**src/rtl/alu_74382_slice_seq.sv**
```systemverilog
// Word-wide ALU built by stepping one external 74382 slice across the operands,
// least-significant slice first, with the carry chained through a register.
module alu_74382_slice_seq #(
  parameter int OPERAND_W = 4,
  parameter int WORD_W    = 16
) (
  input  logic                 clk,
  input  logic                 rst,
  input  logic                 req_valid,
  output logic                 req_ready,
  input  logic [2:0]           req_sel,
  input  logic                 req_carry_in,
  input  logic [WORD_W-1:0]    req_a,
  input  logic [WORD_W-1:0]    req_b,
  output logic [2:0]           alu_sel,
  output logic                 alu_carry_in,
  output logic [OPERAND_W-1:0] alu_port_a,
  output logic [OPERAND_W-1:0] alu_port_b,
  input  logic [OPERAND_W-1:0] alu_result,
  input  logic                 alu_overflow,
  input  logic                 alu_carry_out,
  output logic                 rsp_valid,
  input  logic                 rsp_ready,
  output logic [WORD_W-1:0]    rsp_result,
  output logic                 rsp_carry_out,
  output logic                 rsp_overflow
);

  localparam int NSLICE = (OPERAND_W > 0) ? WORD_W / OPERAND_W : 0;
  localparam int REM    = (OPERAND_W > 0) ? WORD_W % OPERAND_W : 1;
  localparam int IDX_W  = (NSLICE > 1) ? $clog2(NSLICE) : 1;
  localparam logic [IDX_W-1:0] LAST_IDX = IDX_W'(NSLICE - 1);

  if (NSLICE < 1 || REM != 0) begin : g_bad_geometry
    $error("WORD_W must be a positive integer multiple of OPERAND_W");
  end

  typedef enum logic [1:0] {IDLE, RUN, DONE} state_t;

  state_t                 state_reg;
  logic [2:0]             sel_reg;
  logic [WORD_W-1:0]      a_reg;
  logic [WORD_W-1:0]      b_reg;
  logic                   carry_reg;
  logic [IDX_W-1:0]       idx_reg;
  logic                   carry_out_reg;
  logic                   overflow_reg;

  logic [OPERAND_W-1:0]   a_slice [NSLICE];
  logic [OPERAND_W-1:0]   b_slice [NSLICE];
  logic [OPERAND_W-1:0]   result_slice_reg [NSLICE];

  // Operand slicing and result assembly, one lane per 74382 slice.
  for (genvar gi = 0; gi < NSLICE; gi++) begin : g_slice
    assign a_slice[gi] = a_reg[gi*OPERAND_W +: OPERAND_W];
    assign b_slice[gi] = b_reg[gi*OPERAND_W +: OPERAND_W];
    assign rsp_result[gi*OPERAND_W +: OPERAND_W] = result_slice_reg[gi];

    always_ff @(posedge clk) begin
      if (rst) begin
        result_slice_reg[gi] <= '0;
      end else if (state_reg == RUN && idx_reg == IDX_W'(gi)) begin
        result_slice_reg[gi] <= alu_result;
      end
    end
  end

  always_ff @(posedge clk) begin
    if (rst) begin
      state_reg     <= IDLE;
      sel_reg       <= '0;
      a_reg         <= '0;
      b_reg         <= '0;
      carry_reg     <= 1'b0;
      idx_reg       <= '0;
      carry_out_reg <= 1'b0;
      overflow_reg  <= 1'b0;
    end else begin
      case (state_reg)
        IDLE: begin
          if (req_valid) begin
            sel_reg   <= req_sel;
            a_reg     <= req_a;
            b_reg     <= req_b;
            carry_reg <= req_carry_in;
            idx_reg   <= '0;
            state_reg <= RUN;
          end
        end
        RUN: begin
          carry_reg <= alu_carry_out;
          if (idx_reg == LAST_IDX) begin
            // Index parks on the top slice; only a new accept rewinds it.
            carry_out_reg <= alu_carry_out;
            overflow_reg  <= alu_overflow;
            state_reg     <= DONE;
          end else begin
            idx_reg <= idx_reg + IDX_W'(1);
          end
        end
        DONE: begin
          if (rsp_ready) begin
            state_reg <= IDLE;
          end
        end
        default: state_reg <= IDLE;
      endcase
    end
  end

  assign req_ready     = (state_reg == IDLE);
  assign rsp_valid     = (state_reg == DONE);
  assign rsp_carry_out = carry_out_reg;
  assign rsp_overflow  = overflow_reg;

  // The slice ALU sees quiet zeros whenever no operation is in flight.
  always_comb begin
    alu_sel      = 3'b000;
    alu_carry_in = 1'b0;
    alu_port_a   = '0;
    alu_port_b   = '0;
    if (state_reg == RUN) begin
      alu_sel      = sel_reg;
      alu_carry_in = carry_reg;
      alu_port_a   = a_slice[idx_reg];
      alu_port_b   = b_slice[idx_reg];
    end
  end

endmodule

```
**config.mk**
```make
export PLATFORM = sky130hd
export DESIGN_NAME = alu_74382_slice_seq
export DESIGN_NICKNAME = d
export VERILOG_FILES = /design/src/rtl/alu_74382_slice_seq.sv
export SDC_FILE = /design/constraint.sdc
export NUM_CORES = 1
export LEC_CHECK = 0
export ABC_AREA = 1
export ABC_CLOCK_PERIOD_IN_PS = 3950
export CORE_ASPECT_RATIO = 1.5
export CORE_UTILIZATION = 30
export DETAILED_ROUTE_END_ITERATION = 7
export DONT_BUFFER_PORTS = 1
export PLACE_DENSITY = 0.53
export SLEW_MARGIN = 20
export SYNTH_ARGS = -nofsm -noshare
export SYNTH_HDL_FRONTEND = slang
export SYNTH_SLANG_ARGS = --single-unit
```
**constraint.sdc**
```tcl
create_clock -name clk -period 3.95 [get_ports clk]
set_input_delay 0.79 -clock clk [delete_from_list [all_inputs] [get_ports clk]]
set_output_delay 0.79 -clock clk [all_outputs]
set_load 0.005 [all_outputs]
```
Word level (Yosys, flattened, before mapping)
Memories as Yosys holds them, arrays and structs flattened.
Index checks and enable logic that the tools add are counted.
Operators by class
  add/subtract/negate cells: 1
  magnitude comparators: 1
  equality and inequality tests: 9
  mux-type cells: 37
  bitwise operators: 5
  reduce and logical (&&, ||, !) cells: 12
Operators with widths (number)
  4-bit 2-to-1 mux: 10
  4-bit binary-select mux with 2-bit select: 2
  1-bit 2-to-1 mux: 16
  2-bit 2-to-1 mux: 5
  2-bit equality test (second input constant): 3
  2-bit one-hot mux with 3 select lines: 1
  2-bit AND reduction: 3
  3-bit AND reduction: 2
  2-bit by 1-bit equality test with 1-bit output (second input constant): 2
  1-bit logical AND: 4
  2-bit zero test: 2
  2-bit by 1-bit inequality test with 1-bit output (second input constant): 2
  2-bit inequality test (second input constant): 2
  1-bit bitwise OR: 4
  2-bit one-hot mux with 2 select lines: 1
  3-bit >= comparator (second input constant): 1
  3-bit 2-to-1 mux: 1
  2-bit NOT with 3-bit output: 1
  2-bit by 1-bit adder with 2-bit output (second input constant): 1
  1-bit one-hot mux with 2 select lines: 1
  2-bit nonzero test: 1
Storage, ports and cells
  flip-flop bits (word level): 42
  memory bits (writable): 16
  input port bits: 46
  output and inout port bits: 32
  logic and storage cells: 74
  memories: 1
Memory list
  result_slice_reg: depth 4, width 4, rd ports 4, clocked after memory_dff 0, write ports 4, RTL line 51  | logic [OPERAND_W-1:0] result_slice_reg [NSLICE];

Logic depth before layout (Yosys ltp)
  word-level depth: 6
  mapped depth: 8
  depth with buffers taken out: 6

Worst setup path after synthesis
Ideal clock, no wire load.
  kind: register to output
  start point: reg idx_reg[0]
  end point: out alu_port_a[0]
  arrival: 1.034 ns
  required time: 3.160 ns
  slack: 2.126 ns
  stages on the path, launching flop included: 7
  buffers on the path: 2
  path through: dfxtp_1 > buf_2 > inv_2 > buf_2 > nand2_1 > nand3_1 > a21oi_1
Between the ends
  longest elaborated chain between the ends: 5
RTL lines
  start, declared: RTL line 45  | logic [IDX_W-1:0] idx_reg;
  start signal, assigned: RTL line 98  | idx_reg <= idx_reg + IDX_W'(1);
  2-bit NOT with 3-bit output (implied by the code): RTL line 125  | alu_port_a = a_slice[idx_reg];
  4-bit binary-select mux with 2-bit select: RTL line 125
  4-bit 2-to-1 mux (implied by the code) (2 in a row): RTL line 125
  4-bit 2-to-1 mux: RTL line 122  | if (state_reg == RUN) begin
  end, declared: RTL line 17  | output logic [OPERAND_W-1:0] alu_port_a,
Every way passes these cells. The select of a mux whose other input is x is not followed.

Worst setup path in the final report
  start point: reg idx_reg[0]
  end point: out alu_port_a[3]
Same word-level chain as after synthesis.

==> impl_metrics.toml <==
[yosys]
synthXorXnorAreaFrac = 0
synth_area_leader_cell = "dfxtp_1"
ys.flop_type = "dfxtp_1"
synth_nets = 396
synth_top_family_by_area = "simple AND/OR/NAND/NOR gates"
synth-simple-area-share = 0.282
synthTopCellsByCount = "nor2_1 (99), nand2_1 (62), dfxtp_1 (42)"
synthArstFlopShare = 0
synth.most_common_cell = "nor2_1"
synth_area_per_cell_um2 = 7.52
synth_edf_count = 16
ys_top_cells_by_area = "dfxtp_1 (32%), edfxtp_1 (18%), nor2_1 (14%), nand2_1 (8.9%), o21ai_1 (5.8%)"
syn_area_um2 = 2600
ys_seq_elements = 58
synth_cell_type_count = 21
synth_top_area_frac = 0.323
ys_seq_area_frac = 0.508
synthAdderAreaFrac = 0.0192
yosysWarnings = 0
netlist_instances = 346
post_synth_mux_area_share = 0
synth-compound-area-share = 0.0952

[floorplanning]
pin_count = 78
dieHeight_um = 116
fp-row-count = 41
die_w_um = 78.0
start_util = 0.309
die_area_um2 = 9050
core_um2 = 8410

[routing]
first_pass_iters = 4
wire_per_inst_um = 13.8
vias_per_cell = 4.66
ant_nets = 0
drt_iter0_markers = 106
vias = 2113
post-route-drc-count = 0
drt-total-wl_um = 6240

[setup_path]
end_kind = "primary output"
start_kind = "flip-flop"
r2r_cells = 5
worstReg2RegEnd = "b_reg[15]"
cp_num_buf_inv = 1
worstSetupPathType = "reg2out"
critPathSlowestCell = "dfxtp_1"
crit_arrival_ns = 1.87
rr_startpoint = "state_reg[0]"
regToRegSetupSlack_ns = 1.82
worstPathCellList = "inv_2, nand2_1, nand3_1, a21oi_1"
cp_max_fo = 20
crit_family = "flip-flops"
required_ns = 3.16
critPathMaxStageDelay_ns = 0.77

[sta]
min_period_over_period = 0.673
clock_skew_ns = 0.00482
rsz0062_at_grt = "false"
fmax_mhz = 376
drv_slew = 0
finalSetupViolations = 0
slew_headroom = 0.512
setup_tns_ns = 0
hold_violations = 0
layout_setup_ws_ns = 1.29
period_minus_slack_ns = 2.66
tightest_slew_ns = 0.729
whs_ns = 0.479

[clocking]
cts_tree = "yes"
post_cts_buffers = 0
h-tree-depth = 3
cts.sink_count = 58
ctsResizeCount = 0
path_clk_slew_ns = 0.05
cts_root_buf = "clkbuf_16"
clock_latency_ns = 0.32
numCtsBuffers = 9
clk_path_buf_depth = 2
hold_buffers = 0

[global_route]
grt_pass1_wl_um = 9890
antenna_found_initial = 0
grt_pass1_vias = 2090
grt_max_degree = 39
grt_usage = 0.147
grt.overflow.total = 0

[power_and_ir_drop]
powerDensity_nw_per_um2 = 563
p_leak_nw = 1.27
vdd_drop_max_v = 0.000277

[place]
hpwl_um = 4450
port_buffers = 0
pre_cts_ws_ns = 1.52
gp_congestion = 0.917

[worst_hold_path]
min_path_type = "reg2reg"
whs_path_depth = 2
hold_start = "a_reg[2]"
min_to = "a_reg[2]"

[final_layout]
syn_to_final_growth_pct = 13.4
fin_util = 0.351
fin_nets = 391
drive_above_1_share = 0.0723
insertedDiodeCount = 0
n_fill_cell = 929

[outcome]
status = "complete, no violations"

[job]
drv_cap = 0
-- logic make-up (layout without fill, tap and decap cells) --
| group | Yosys count | count (layout) |
|---|---|---|
| AO/OA/AOI/OAI | 49 | 49 |
| adder cells (fa/ha/maj) | 4 | 4 |
| buffers and inverters | 53 | 53 |
| flip-flops | 58 | 58 |
| AND/OR/NAND/NOR | 182 | 182 |
-- how the worst max path moves through the flow --
stage	startpoint	endpoint	slack, ns	cells after the start
finish	idx_reg[0]	alu_port_a[3]	1.29	4
global route	idx_reg[0]	alu_port_a[3]	1.14	4
CTS	idx_reg[0]	alu_port_a[3]	1.29	4
detailed placement	req_valid	b_reg[14]	1.52	4
global placement	req_valid	a_reg[11]	1.57	4
floorplan	idx_reg[0]	alu_port_a[0]	2.13	6
-- layout make-up --
class                      count  area [µm²]  share of cell area
multi-input combinational    235        1030               0.350
timing repair buffer           1        7.51             0.00255
tap                          107         134              0.0454
sequential                    58        1320               0.448
inverter                      36         136              0.0462
clock buffer                  10         239              0.0810
clock inverter                 6        80.1              0.0272
-- through the flow --
stage / total power [mW] / std cells / cell area, µm²
after floorplan: 0.822 / 346 / 2600
after global placement: 0.846 / 437 / 2630
after detailed placement: 0.850 / 437 / 2630
after CTS: 1.68 / 453 / 2950
after global routing: 1.74 / 453 / 2950
final: 1.66 / 453 / 2950
-- worst register-to-register path, delay by kind of cell, from the launching register on --
family / cells / cell delay (ns)
simple gates: 4 / 0.94
buf+inv: 1 / 0.63
flops: 1 / 0.44
-- placed cells by master, fill, tap and decap left out, drive strengths merged --
master | Yosys | routed
nor2 | 100 | 100
nand2 | 64 | 64
dfxtp | 42 | 42
o21ai | 38 | 38
inv | 35 | 35
nand3 | 17 | 17
edfxtp | 16 | 16
a21oi | 10 | 10
clkbuf | 4 | 10
clkinv | 1 | 5
ha | 4 | 4
bufinv | 0 | 2
o31ai | 1 | 1
nand3b | 1 | 1
buf | 13 | 1
-- where the power goes --
group,internal (mW),total [mW],leakage [nW],switching (mW)
combinational,0.0487,0.149,0.598,0.100
clock,0.564,0.825,0.162,0.261
sequential,0.656,0.686,0.515,0.0303
total,1.27,1.66,1.27,0.392
-- routing by layer --
layer / vias to the layer above / share of wire / track usage
li1: 1071 / - / -
met2: 70 / 0.54 / 0.271
met5: - / 0 / 0
met3: 10 / 0.045 / 0.0307
met4: 0 / 0.024 / 0.0852
met1: 962 / 0.40 / 0.153
No activity file was read; power rests on OpenSTA's default activity.
